`src/rtl/tiny32_intc.sv`:
```
// Nesting vectored interrupt controller for tiny32: N channels with edge/level mode,
// fixed priority (highest index wins) and a bounded stack of active handler numbers.
module tiny32_intc #(
  parameter int unsigned NUM_IRQ     = 8,
  parameter int unsigned NEST_DEPTH  = 2,
  parameter logic [23:0] ISR_ADDRESS = 24'h0
) (
  input  logic               clk,
  input  logic               nreset,
  input  logic [NUM_IRQ-1:0] irq_in,
  output logic               irq_req,
  output logic [31:0]        irq_vector,
  input  logic               irq_take,
  input  logic               irq_ret,
  output logic [NUM_IRQ-1:0] irq_ack,
  input  logic               reg_sel,
  input  logic               reg_wr,
  input  logic [1:0]         reg_addr,
  input  logic [31:0]        reg_wdata,
  output logic [31:0]        reg_rdata
);

  localparam logic [3:0] MaxDepth = 4'(NEST_DEPTH);

  logic [NUM_IRQ-1:0] sync_q, sync_prev_q;
  logic [NUM_IRQ-1:0] pending_q, pending_d;
  logic [NUM_IRQ-1:0] enable_q, enable_d;
  logic [NUM_IRQ-1:0] mode_q, mode_d;
  logic [3:0]         stack_q [NEST_DEPTH];
  logic [3:0]         stack_d [NEST_DEPTH];
  logic [3:0]         depth_q, depth_d, pop_depth;
  logic               uflow_q, uflow_d;
  logic               req_q, req_d;
  logic [3:0]         req_num_q;
  logic [31:0]        vector_q, vector_d;
  logic [31:0]        rdata_q, rdata_d;

  logic               wr_en, rd_en, take_ok;
  logic [NUM_IRQ-1:0] eligible, rise, take_clr, w1c;
  logic [3:0]         win_num, top_now, top_next;
  logic               unused_wdata;

  assign wr_en        = reg_sel & reg_wr;
  assign rd_en        = reg_sel & ~reg_wr;
  assign take_ok      = irq_take & req_q;
  assign unused_wdata = ^reg_wdata;

  // Entry i holds the handler number at stack position i; depth counts valid entries.
  function automatic logic [3:0] top_of(input logic [3:0] stk [NEST_DEPTH],
                                        input logic [3:0] dep);
    logic [3:0] t;
    t = '0;
    for (int unsigned i = 0; i < NEST_DEPTH; i++) begin
      if (4'(i + 1) == dep) t = stk[i];
    end
    return t;
  endfunction

  always_comb begin
    eligible = pending_q & enable_q;
    win_num  = '0;
    for (int unsigned i = 0; i < NUM_IRQ; i++) begin
      if (eligible[i]) win_num = 4'(i + 1);
    end
  end

  // Pop is applied before push when ret and take coincide.
  always_comb begin
    stack_d   = stack_q;
    uflow_d   = uflow_q;
    pop_depth = depth_q;
    if (wr_en && reg_addr == 2'd3 && reg_wdata[8]) uflow_d = 1'b0;
    if (irq_ret) begin
      if (depth_q == '0) uflow_d = 1'b1;
      else               pop_depth = depth_q - 4'd1;
    end
    depth_d = pop_depth;
    if (take_ok) begin
      for (int unsigned i = 0; i < NEST_DEPTH; i++) begin
        if (4'(i) == pop_depth) stack_d[i] = req_num_q;
      end
      depth_d = pop_depth + 4'd1;
    end
  end

  // Edge latches: a fresh rising edge wins over take-clear and W1C in the same cycle.
  always_comb begin
    take_clr = '0;
    for (int unsigned i = 0; i < NUM_IRQ; i++) begin
      if (take_ok && req_num_q == 4'(i + 1)) take_clr[i] = 1'b1;
    end
    w1c       = (wr_en && reg_addr == 2'd2) ? reg_wdata[NUM_IRQ-1:0] : '0;
    rise      = sync_q & ~sync_prev_q;
    pending_d = (mode_q & (rise | (pending_q & ~(take_clr | w1c)))) | (~mode_q & sync_q);
  end

  always_comb begin
    enable_d = (wr_en && reg_addr == 2'd0) ? reg_wdata[NUM_IRQ-1:0] : enable_q;
    mode_d   = (wr_en && reg_addr == 2'd1) ? reg_wdata[NUM_IRQ-1:0] : mode_q;
  end

  always_comb begin
    top_now  = top_of(stack_q, depth_q);
    top_next = top_of(stack_d, depth_d);
    req_d    = (win_num > top_next) && (depth_d < MaxDepth);
    vector_d = {ISR_ADDRESS, 2'b00, win_num, 2'b00};
  end

  always_comb begin
    rdata_d = rdata_q;
    if (rd_en) begin
      unique case (reg_addr)
        2'd0:    rdata_d = 32'(enable_q);
        2'd1:    rdata_d = 32'(mode_q);
        2'd2:    rdata_d = 32'(pending_q);
        default: rdata_d = {23'b0, uflow_q, depth_q, top_now};
      endcase
    end
  end

  always_comb begin
    for (int unsigned i = 0; i < NUM_IRQ; i++) begin
      irq_ack[i] = (top_now == 4'(i + 1));
    end
  end

  assign irq_req    = req_q;
  assign irq_vector = vector_q;
  assign reg_rdata  = rdata_q;

  always_ff @(posedge clk) begin
    if (!nreset) begin
      sync_q      <= '0;
      sync_prev_q <= '0;
      pending_q   <= '0;
      enable_q    <= '1;
      mode_q      <= '0;
      for (int unsigned i = 0; i < NEST_DEPTH; i++) stack_q[i] <= '0;
      depth_q     <= '0;
      uflow_q     <= 1'b0;
      req_q       <= 1'b0;
      req_num_q   <= '0;
      vector_q    <= {ISR_ADDRESS, 8'h00};
      rdata_q     <= '0;
    end else begin
      sync_q      <= irq_in;
      sync_prev_q <= sync_q;
      pending_q   <= pending_d;
      enable_q    <= enable_d;
      mode_q      <= mode_d;
      stack_q     <= stack_d;
      depth_q     <= depth_d;
      uflow_q     <= uflow_d;
      req_q       <= req_d;
      req_num_q   <= win_num;
      vector_q    <= vector_d;
      rdata_q     <= rdata_d;
    end
  end

endmodule

```
`config.mk`:
```
export PLATFORM = sky130hd
export DESIGN_NAME = tiny32_intc
export DESIGN_NICKNAME = d
export VERILOG_FILES = /design/src/rtl/tiny32_intc.sv
export SDC_FILE = /design/constraint.sdc
export NUM_CORES = 1
export LEC_CHECK = 0
export BUFFER_PORTS_ARGS = -buffer_cell sky130_fd_sc_hd__buf_2
export CORE_ASPECT_RATIO = 0.7
export CORE_MARGIN = 2
export CORE_UTILIZATION = 55
export CTS_BUF_LIST = sky130_fd_sc_hd__clkbuf_4 sky130_fd_sc_hd__clkbuf_8 sky130_fd_sc_hd__clkbuf_16
export DETAILED_ROUTE_END_ITERATION = 8
export PLACE_DENSITY = 0.86
export SYNTH_ARGS = -nofsm -noshare
export SYNTH_HDL_FRONTEND = slang
export SYNTH_SLANG_ARGS = --single-unit
```
`constraint.sdc`:
```
create_clock -name clk -period 6.2 [get_ports clk]
set_input_delay 1.24 -clock clk [delete_from_list [all_inputs] [get_ports clk]]
set_output_delay 1.24 -clock clk [all_outputs]
set_load 0.05 [all_outputs]
```
==> metrics.txt, run 1 <==
Num CTS Buffers=9; startpoint type of the worst setup path=register; global placement routability congestion=0.989; clock tree from TritonCTS=done; share of synthesized area occupied by flip-flops and latches=0.357; top area cells in the synthesized netlist=sky130_fd_sc_hd__dfxtp_1, sky130_fd_sc_hd__buf_4, sky130_fd_sc_hd__nand2_1; run status=complete, no violations; via density per instance=5.60; largest fanout of any net on the critical path=8; number of clock sinks=67; Main synth FF type=sky130_fd_sc_hd__dfxtp_1; post-cts hold buffer count=0; count of input and output buffers=46; setup repair after global routing missed its margin=false; final hold violation count=0; antenna violations before repair=0; count of mapped cells out of synthesis=439; buffer depth of the longest clock path=2; synthesized cell area=0.00375 mm^2; Total Neg Setup Slack=0 ns; Critical Path Most Common Cell=sky130_fd_sc_hd__ha_1; via count=3232; maximum cell stage delay along the critical path=0.51 ns; Die Area=0.00751 mm^2; type of the worst min-delay path=reg -> reg; most numerous cell in the Yosys netlist=sky130_fd_sc_hd__nand2_1; start-to-end type of the worst setup path=reg -> reg; clock skew=0.00786 ns; DRC viols=0; first-pass GRT wire length=14000 um; Diodes inserted=0; post-synthesis async set-or-reset flop share=0; total setup buffers inserted after CTS=0; master of the slowest instance on the critical path=sky130_fd_sc_hd__a211oi_1; number of enable-type register cells in the synthesized netlist=0; Die Span X=103 um; number of detailed-route iterations in the first pass=5; area inside the core boundary=0.00666 mm^2; ANT nets after route=0; capturing element type of the critical path=register; clock tree root buffer cell=sky130_fd_sc_hd__clkbuf_8; number of levels the H-tree was split into=3; num ports=121; max-slew violation count=0; most frequent cells after synthesis=sky130_fd_sc_hd__nand2_1, sky130_fd_sc_hd__dfxtp_1, sky130_fd_sc_hd__buf_4; worst vdd rail ir drop=165 uV; highest clock rate=235 MHz; effective utilization at floorplan=0.563; Worst Max-Slew Pin Slew=1.06 ns; final net count=536; Avg Inst Size Synth=8.55 um^2; WP data required=6.45 ns; Arrival @ worst endpoint=4.50 ns; CP cell instances=inv_1 -> ha_1 -> or3b_1 -> and3_4 -> nor2_1 -> inv_1 -> ha_1 -> and3_1 -> a211oi_1 -> a211oi_1 -> o22ai_1 -> ha_1 -> nor2b_1 -> o21a_1 -> o21ai_0 -> nand2b_1 -> o2111a_1; HPWL after detailed placement=6570 um; total number of placement rows=25; number of failing setup endpoints in the final timing report=0; final hold slack=0.454 ns; Unique masters post-synth=59; overflow left after global routing=0; max-cap violations=0; clock-pin slew on the worst setup and hold paths=0.07 ns; synth-to-layout area growth=8.10%; wire length per cell=15.6 um; worst max-slew margin expressed relative to the limit=0.290; post-cts repair resize count=0; Synth warnings=0; via count of the first global-routing pass=2722; Routed WL=8970 um; cell taking the most area after synthesis=sky130_fd_sc_hd__dfxtp_1; area share of the leading cell type in the synthesized netlist=0.357; worst skew pair latency=0.35 ns; Final Critical Period=4.26 ns; P per Cell Area=331 mW/mm^2; leakage component of the power=0.00175 uW; GRT Overall Usage=0.250; count of state elements after synthesis=67; fraction of layout cells with a size suffix above 1=0.164; die outline height=73.1 um; final clock period utilization by the worst path=0.686; number of DRC markers in iteration 0=359; maximum number of pins on one net before global-route repair=41
==> layout make-up <==
| cell class | count | area (um^2) |
|---|---|---|
| clock inverters | 6 | 88.8 |
| inverters | 7 | 26.3 |
| repair buffers | 47 | 238 |
| flip-flops and latches | 67 | 1340 |
| well taps | 94 | 118 |
| clock buffers | 10 | 138 |
| multi-input cells | 346 | 2110 |
| fillers | 595 | 2610 |
==> worst max-delay path, delay by kind of cell (launching register included) <==
kind / cells / cell delay, ns
compound gates: 6 / 1.19
simple gates: 6 / 1.28
flops: 1 / 0.42
fa+ha+maj: 3 / 0.90
buf+inv: 2 / 0.36
==> routing by layer <==
metal | vias up | global-route usage | wire length (um)
met4 | 0 | 0.0622 | 63
li1 | 1552 | - | -
met3 | 6 | 0.0814 | 1060
met5 | - | 0 | 0
met1 | 1481 | 0.358 | 4000
met2 | 193 | 0.364 | 3850
==> state kept, by name, summed over array words and instances, names as in the netlist, 8 cells and up <==
register and flops:
stack_q 8, mode_q 8, enable_q 8, sync_q 8
reg_rdata 9, sync_prev_q 8, pending_q 8
==> stage by stage <==
| step | cells | power, uW | util | cell area, um^2 | setup slack [ns] |
|---|---|---|---|---|---|
| floorplan | 489 | 870 | - | 3940 | 2.03 |
| global placement | 561 | 920 | 0.575 | 3830 | 1.97 |
| detailed placement | 561 | 930 | 0.575 | 3830 | 1.95 |
| CTS | 577 | 1340 | 0.609 | 4060 | 2.00 |
| global route | 577 | 1410 | 0.609 | 4060 | 1.70 |
| finish | 577 | 1340 | 0.609 | 4060 | 1.94 |
==> cells by family after synthesis <==
kind of cell | after synthesis | share of synthesized area
and+or+nand+nor | 169 | 0.220
AOI/OAI and AO/OA | 104 | 0.197
buffers and inverters | 76 | 0.131
DFF | 67 | 0.357
muxes | 11 | 0.0577
adders and majority gates | 10 | 0.0333
other | 1 | 0.000999
xor gates and xnor gates | 1 | 0.00233
==> power by group <==
group          switching (uW)  leakage [uW]  total (uW)  internal (uW)
Sequential               38.6      0.000548         496            457
Clock                     172      0.000108         409            237
Combinational             310       0.00109         435            125
==> worst paths after layout <==
kind	startpoint	to	slack (ns)	cells after the start
setup / recovery	depth_q[0]	irq_req	1.94	17
hold / removal	sync_q[7]	sync_prev_q[7]	0.45	1
setup reg to reg	depth_q[0]	irq_req	1.94	17
hold reg to reg	sync_q[7]	sync_prev_q[7]	0.45	1
==> cells in the final DEF (no fill, tap or decap), types with 6 or more instances in the layout <==
master	synthesis	routed
sky130_fd_sc_hd__inv_1	7	7
sky130_fd_sc_hd__clkbuf_8	0	10
sky130_fd_sc_hd__o31ai_1	8	8
sky130_fd_sc_hd__dfxtp_1	67	67
sky130_fd_sc_hd__nor3_1	8	8
sky130_fd_sc_hd__ha_1	10	10
sky130_fd_sc_hd__conb_1	1	51
sky130_fd_sc_hd__and2_1	22	22
sky130_fd_sc_hd__nor2_1	20	20
sky130_fd_sc_hd__a21oi_1	32	32
sky130_fd_sc_hd__nand3_1	17	17
sky130_fd_sc_hd__a21o_1	6	6
sky130_fd_sc_hd__nand2_1	73	73
sky130_fd_sc_hd__a211oi_1	10	10
sky130_fd_sc_hd__mux4_2	7	7
sky130_fd_sc_hd__a221oi_1	7	7
sky130_fd_sc_hd__buf_2	6	46
sky130_fd_sc_hd__o211ai_1	8	8
(Power assumes the default switching activity.)
==> run 2, diff against run 1 <==
--- a/config.mk
+++ b/config.mk
@@ -5,13 +5,14 @@
 export SDC_FILE = /design/constraint.sdc
 export NUM_CORES = 1
 export LEC_CHECK = 0
+export ABC_AREA = 1
 export BUFFER_PORTS_ARGS = -buffer_cell sky130_fd_sc_hd__buf_2
 export CORE_ASPECT_RATIO = 0.7
 export CORE_MARGIN = 2
-export CORE_UTILIZATION = 55
+export CORE_UTILIZATION = 46
 export CTS_BUF_LIST = sky130_fd_sc_hd__clkbuf_4 sky130_fd_sc_hd__clkbuf_8 sky130_fd_sc_hd__clkbuf_16
 export DETAILED_ROUTE_END_ITERATION = 8
-export PLACE_DENSITY = 0.86
+export PLACE_DENSITY = 0.77
 export SYNTH_ARGS = -nofsm -noshare
 export SYNTH_HDL_FRONTEND = slang
 export SYNTH_SLANG_ARGS = --single-unit
==> constraint.sdc (replaced) <==
create_clock -name clk -period 3.8 [get_ports clk]
set_input_delay 0.76 -clock clk [delete_from_list [all_inputs] [get_ports clk]]
set_output_delay 0.76 -clock clk [all_outputs]
set_load 0.05 [all_outputs]
==> run 2 against run 1 <==
Against the previous run: via count increased by 0.90%; cell count increased by 12%; critical path depth increased by 1; power increased by 57%; largest cell class unchanged.
==> metrics.txt, run 2 <==
P per Cell Area=538 mW/mm^2 (+63%); post-cts repair resize count=0 (unchanged); largest delay contributor family on the critical path=simple AND/OR/NAND/NOR gates; part of the power in the clock network=0.252 (-0.053); Num CTS Buffers=9 (unchanged); count of input and output buffers=46 (unchanged); run status=complete, no violations; Internal Dissipation=1230 uW (+50%); via density per instance=5.06 (-9.7%); count of mapped cells out of synthesis=495 (+13%); global placement routability congestion=0.962 (-2.7%); clock tree from TritonCTS=done; Diodes inserted=0 (unchanged); num ports=121 (unchanged); buffer depth of the longest clock path=2 (unchanged); flip-flop count of the largest register after layout=9 (unchanged); clock skew=0.0100 ns (+0.00213 ns); clock-pin slew on the worst setup and hold paths=0.07 ns (about the same); number of levels the H-tree was split into=3 (unchanged); commonest non-fill, non-tap cells in the layout=sky130_fd_sc_hd__nand2_1, sky130_fd_sc_hd__inv_1, sky130_fd_sc_hd__dfxtp_1, sky130_fd_sc_hd__conb_1, sky130_fd_sc_hd__nor2_1; final hold violation count=0 (unchanged); HPWL after detailed placement=6610 um (+0.58%); Synth warnings=0 (unchanged); total number of placement rows=26 (+4.0%); area taken by multi-input logic gates=0.00176 mm^2 (-16%); worst max-slew margin expressed relative to the limit=0.345 (+0.0554); Final Critical Period=3.11 ns (-1.15 ns); final clock period utilization by the worst path=0.818 (+0.132); CP cell instances=inv_1 -> ha_1 -> nand2_2 -> nand3_1 -> nand2_1 -> ha_1 -> inv_1 -> nor2_1 -> nand3_1 -> nand2_1 -> nand2_1 -> nor3_1 -> nor2_1 -> ha_1 -> a21oi_1 -> a21boi_0 -> o2111ai_1 -> nor2_1; area inside the core boundary=0.00745 mm^2 (+12%); top area cells in the synthesized netlist=sky130_fd_sc_hd__dfxtp_1, sky130_fd_sc_hd__buf_4, sky130_fd_sc_hd__nand2_1; area share of the leading cell type in the synthesized netlist=0.372 (+0.0148); Arrival @ worst endpoint=3.35 ns (-1.15 ns); worst vdd rail ir drop=251 uV (+52%); clock tree root buffer cell=sky130_fd_sc_hd__clkbuf_8; combinational fraction of design power=0.362 (+0.037); worst skew pair latency=0.35 ns (about the same); synth-to-layout area growth=8.40%; Unique masters post-synth=33 (-44%); via count=3261 (+0.90%); type of the worst min-delay path=reg -> reg; ANT nets after route=0 (unchanged); Register-to-Register Setup Slack=0.69 ns (-1.25 ns); number of failing setup endpoints in the final timing report=0 (unchanged); effective utilization at floorplan=0.484 (-0.0795); final net count=601 (+12%); filler instances=743 (+25%); maximum cell stage delay along the critical path=0.43 ns (-0.08 ns); Total Neg Setup Slack=0 ns (unchanged); start-to-end type of the worst setup path=reg -> reg; share of synthesized area occupied by flip-flops and latches=0.372 (+0.0148); most frequent cells after synthesis=sky130_fd_sc_hd__nand2_1, sky130_fd_sc_hd__inv_1, sky130_fd_sc_hd__dfxtp_1; maximum number of pins on one net before global-route repair=45 (+9.8%); max-cap violations=0 (unchanged); fraction of layout cells with a size suffix above 1=0.159 (-0.00451); register cell area after layout=0.00134 mm^2 (unchanged); number of detailed-route iterations in the first pass=5 (unchanged); startpoint type of the worst setup path=register; switching portion of total power=0.417 (+0.0280); via count of the first global-routing pass=2811 (+3.3%); cell taking the most area after synthesis=sky130_fd_sc_hd__dfxtp_1; worst-case setup slack after placement=0.660 ns (-1.29 ns); die outline height=78.1 um (+6.8%); leakage component of the power=0.00199 uW (+14%); total setup buffers inserted after CTS=0 (unchanged); Die Span X=110 um (+6.9%); highest clock rate=322 MHz (+37%); post-synthesis async set-or-reset flop share=0 (unchanged); post-cts hold buffer count=0 (unchanged); net switching power=876 uW (+68%); largest fanout of any net on the critical path=5 (-3); Routed WL=8630 um (-3.8%); Worst Max-Slew Pin Slew=0.979 ns (-0.0786 ns); combined buffer and inverter count along the critical path=2 (unchanged); number of clock sinks=67 (unchanged); capturing element type of the critical path=register; synthesized cell area=0.00360 mm^2 (-4.0%); DRC viols=0 (unchanged); first-pass GRT wire length=13600 um (-2.9%); Die Area=0.00857 mm^2 (+14%); WP data required=4.04 ns (-2.41 ns); antenna violations before repair=0 (unchanged); Main synth FF type=sky130_fd_sc_hd__dfxtp_1; max-slew violation count=0 (unchanged); setup repair after global routing missed its margin=false; post-layout worst setup margin=0.692 ns (-1.25 ns); count of state elements after synthesis=67 (unchanged); sequential cell fraction of total power=0.386 (+0.016); most frequent standard cell in the layout excluding fill and tap cells=sky130_fd_sc_hd__nand2_1; GRT Overall Usage=0.208 (-0.0417); number of enable-type register cells in the synthesized netlist=0 (unchanged); Avg Inst Size Synth=7.28 um^2 (-15%); overflow left after global routing=0 (unchanged); most numerous cell in the Yosys netlist=sky130_fd_sc_hd__nand2_1; wire length per cell=13.4 um (-14%); number of DRC markers in iteration 0=304 (-15%); master of the slowest instance on the critical path=sky130_fd_sc_hd__dfxtp_1
## run 2: changes by cell type in the layout (fill, tap and decap cells not counted), moves of 6 or more
cell                       delta
sky130_fd_sc_hd__nor2_1      +27
sky130_fd_sc_hd__a211oi_1    -10
sky130_fd_sc_hd__nand2_2      +8
sky130_fd_sc_hd__o211ai_1    +12
sky130_fd_sc_hd__a21oi_1     -17
sky130_fd_sc_hd__nand2_1     +26
sky130_fd_sc_hd__inv_1       +62
sky130_fd_sc_hd__a21o_1       -6
sky130_fd_sc_hd__o21ai_0     +22
sky130_fd_sc_hd__mux4_2       -7
sky130_fd_sc_hd__and2_1      -21
## run 2: kinds of logic (layout without fill, tap and decap cells)
logic type | after synthesis | count (layout) | synth area share
simple gates | 198 | 198 | 0.243
compound gates | 86 | 86 | 0.155
fa+ha+maj | 10 | 10 | 0.0347
xor+xnor | 1 | 1 | 0.00243
other cells | 1 | 51 | 0.00104
flops | 67 | 67 | 0.372
buf+inv | 132 | 134 | 0.191
## run 2: per-layer routing
| layer | wire length (um) | global-route usage |
|---|---|---|
| met1 | 4200 | 0.311 |
| met2 | 3470 | 0.283 |
| met3 | 795 | 0.0556 |
| met4 | 167 | 0.0709 |
| met5 | 0 | 0 |
## run 2: worst paths after layout
check,from,to,cells past startpoint
hold / removal,sync_q[2],sync_prev_q[2],2
setup reg to reg,depth_q[0],irq_req,18
hold reg to reg,sync_q[2],sync_prev_q[2],2
setup / recovery,depth_q[0],irq_req,18
## run 2: power groups by stage
stage	combinational, uW	sequential, uW	clock, uW
4_1_cts	759	811	537
3_3_place_gp	731	826	0
2_1_floorplan	610	854	0
5_1_grt	854	819	573
3_5_place_dp	757	826	0
6_report	761	811	530
## run 2: final cells by class
cell class              instances  area share
clock buffers                  13      0.0410
clock inverters                 2     0.00320
inverters                      72      0.0692
multi-input cells             346       0.451
flip-flops and latches         67       0.343
well taps                      98      0.0314
repair buffers                 47      0.0609
## run 2: per-stage QoR
stage | instances | util | instance area (um^2) | hold WS, ns | power (uW)
floorplan | 545 | - | 3790 | 0.404 | 1460
global placement | 630 | 0.501 | 3730 | 0.414 | 1560
detailed placement | 630 | 0.501 | 3730 | 0.417 | 1580
CTS | 645 | 0.524 | 3910 | 0.426 | 2110
global route | 645 | 0.524 | 3910 | 0.443 | 2250
finish | 645 | 0.524 | 3910 | 0.425 | 2100
## run 2: worst reg2reg max path, delay by kind of cell (launching register included)
family                     cells  cell delay [ns]
adders and majority gates      3             0.71
DFF                            1             0.43
and+or+nand+nor               10             1.31
buffers and inverters          2             0.16
AOI/OAI and AO/OA              3             0.40
==> run 3, diff against run 2 <==
==> constraint.sdc (replaced) <==
create_clock -name clk -period 2.7 [get_ports clk]
set_input_delay 0.54 -clock clk [delete_from_list [all_inputs] [get_ports clk]]
set_output_delay 0.54 -clock clk [all_outputs]
set_load 0.05 [all_outputs]
==> run 3 against run 2 <==
Against the previous run: global-route usage up 0.23 points; routed wire length grew 6.8%; fmax rose by 16%; clock-buffer cell count fell by 2; highest routed layer unchanged.
==> metrics.txt, run 3 (synthesis gave the netlist of run 2 again) <==
capturing element type of the critical path=register; die outline height=78.1 um (unchanged); worst max-slew margin expressed relative to the limit=0.462 (+0.117); CP cell instances=inv_2 -> ha_4 -> nand2_4 -> nand2_4 -> nand2_4 -> nand2_4 -> inv_4 -> ha_4 -> inv_2 -> nor2_2 -> nand3_2 -> nand2_1 -> o21ai_2 -> nor3_2 -> nor2_1 -> ha_1 -> a21oi_2 -> a21boi_1 -> o2111ai_1 -> nor2_1; max-slew violation count=0 (unchanged); num ports=121 (unchanged); first-pass GRT wire length=13800 um (+1.8%); post-cts hold buffer count=0 (unchanged); area inside the core boundary=0.00745 mm^2 (unchanged); filler instances=659 (-11%); via density per instance=5.00 (-1.2%); worst skew pair latency=0.34 ns (about the same); antenna violations before repair=0 (unchanged); number of DRC markers in iteration 0=292 (-3.9%); buffer depth of the longest clock path=2 (unchanged); via count of the first global-routing pass=2900 (+3.2%); maximum cell stage delay along the critical path=0.34 ns (-0.09 ns); overflow left after global routing=0 (unchanged); HPWL after detailed placement=6770 um (+2.5%); maximum number of pins on one net before global-route repair=45 (unchanged); number of failing setup endpoints in the final timing report=0 (unchanged); Num CTS Buffers=9 (unchanged); Arrival @ worst endpoint=2.92 ns (-0.43 ns); Diodes inserted=0 (unchanged); Critical Path Most Common Cell=sky130_fd_sc_hd__nand2_4; synth-to-layout area growth=22.2%; clock tree from TritonCTS=done; wire length per cell=13.6 um (+1.4%); master of the slowest instance on the critical path=sky130_fd_sc_hd__dfxtp_2; flip-flop count of the largest register after layout=9 (unchanged); ANT nets after route=0 (unchanged); clock skew=0.00742 ns (-0.00258 ns); largest fanout of any net on the critical path=7 (+2); Routed WL=9220 um (+6.8%); area taken by multi-input logic gates=0.00198 mm^2 (+12%); number of levels the H-tree was split into=3 (unchanged); Die Area=0.00857 mm^2 (unchanged); Worst Max-Slew Pin Slew=0.807 ns (-0.172 ns); clock tree root buffer cell=sky130_fd_sc_hd__clkbuf_8; count of input and output buffers=46 (unchanged); run status=complete, no violations; final hold slack=0.380 ns (-0.0452 ns); number of detailed-route iterations in the first pass=7 (+2); P per Cell Area=838 mW/mm^2 (+56%); final clock period utilization by the worst path=0.994 (+0.176); clock-pin slew on the worst setup and hold paths=0.07 ns (about the same); final hold violation count=0 (unchanged); start-to-end type of the worst setup path=reg -> reg; fraction of layout cells with a size suffix above 1=0.263 (+0.104); register cell area after layout=0.00134 mm^2 (+0.19%); max-cap violations=0 (unchanged); combined buffer and inverter count along the critical path=3 (+1); setup repair after global routing missed its margin=true; WP data required=2.93 ns (-1.11 ns); largest delay contributor family on the critical path=simple AND/OR/NAND/NOR gates; Final Critical Period=2.68 ns (-0.424 ns); worst-case setup slack after placement=-0.179 ns (-0.839 ns); type of the worst min-delay path=in -> reg; global placement routability congestion=0.945 (-1.7%); Die Span X=110 um (unchanged); startpoint type of the worst setup path=register; final net count=637 (+6.0%); leakage component of the power=0.00220 uW (+11%); effective utilization at floorplan=0.484 (unchanged); GRT Overall Usage=0.210 (+0.00234); post-layout worst setup margin=0.0154 ns (-0.676 ns); worst vdd rail ir drop=340 uV (+35%); number of clock sinks=67 (unchanged); most frequent standard cell in the layout excluding fill and tap cells=sky130_fd_sc_hd__nand2_1; highest clock rate=372 MHz (+16%); commonest non-fill, non-tap cells in the layout=sky130_fd_sc_hd__nand2_1, sky130_fd_sc_hd__dfxtp_1, sky130_fd_sc_hd__inv_1, sky130_fd_sc_hd__conb_1, sky130_fd_sc_hd__nor2_1; total number of placement rows=26 (unchanged); via count=3393 (+4.0%); DRC viols=0 (unchanged)
-- run 3: tightest hold or removal path: cells and delay by family --
| kind | cells | cell delay, ns |
|---|---|---|
| buffers and inverters | 2 | 0.11 |
| AND/OR/NAND/NOR | 1 | 0.04 |
-- run 3: cell type report --
| cell class | instances | area share |
|---|---|---|
| clock buffers | 11 | 0.0330 |
| flip-flops and latches | 67 | 0.305 |
| repair buffers | 83 | 0.119 |
| clock inverters | 2 | 0.00341 |
| multi-input cells | 346 | 0.449 |
| inverters | 72 | 0.0625 |
| well taps | 98 | 0.0278 |
-- run 3: worst paths after layout --
path | depth (start not counted) | slack (ns) | start | endpoint
hold reg to reg | 2 | 0.43 | sync_q[0] | sync_prev_q[0]
hold / removal | 3 | 0.38 | irq_in[1] | sync_q[1]
setup reg to reg | 20 | 0.02 | depth_q[0] | irq_req
setup / recovery | 20 | 0.02 | depth_q[0] | irq_req
-- run 3: metal layers --
metal	part of all wire	vias up	routed length (um)	global-route usage
li1	-	1674	-	-
met1	0.47	1551	4350	0.305
met2	0.43	158	3950	0.298
met3	0.091	10	842	0.0640
met4	0.0080	0	74	0.0582
met5	0	-	0	0
-- run 3: stage by stage --
stage | instances | utilization | TNS, ns | power [uW] | area, um^2
after floorplan | 545 | - | 0 | 2060 | 3790
after global placement | 654 | 0.525 | -0.0637 | 2410 | 3910
after detailed placement | 654 | 0.525 | -0.179 | 2450 | 3910
after CTS | 670 | 0.556 | -0.0234 | 3240 | 4140
after global routing | 679 | 0.591 | -0.148 | 3900 | 4400
final | 679 | 0.591 | 0 | 3690 | 4400
-- run 3: repair_timing --
action                                  CTS  global route
setup buffers                             3             9
endpoints found under the setup margin    4             9
pin swaps                                 8            26
resized for setup                        14            52
-- run 3: report_power, final --
part / internal [uW] / switching (uW) / total, uW
sequential: 1070 / 58.0 / 1130
clock: 353 / 357 / 710
combinational: 730 / 1120 / 1850
total: 2150 / 1540 / 3690
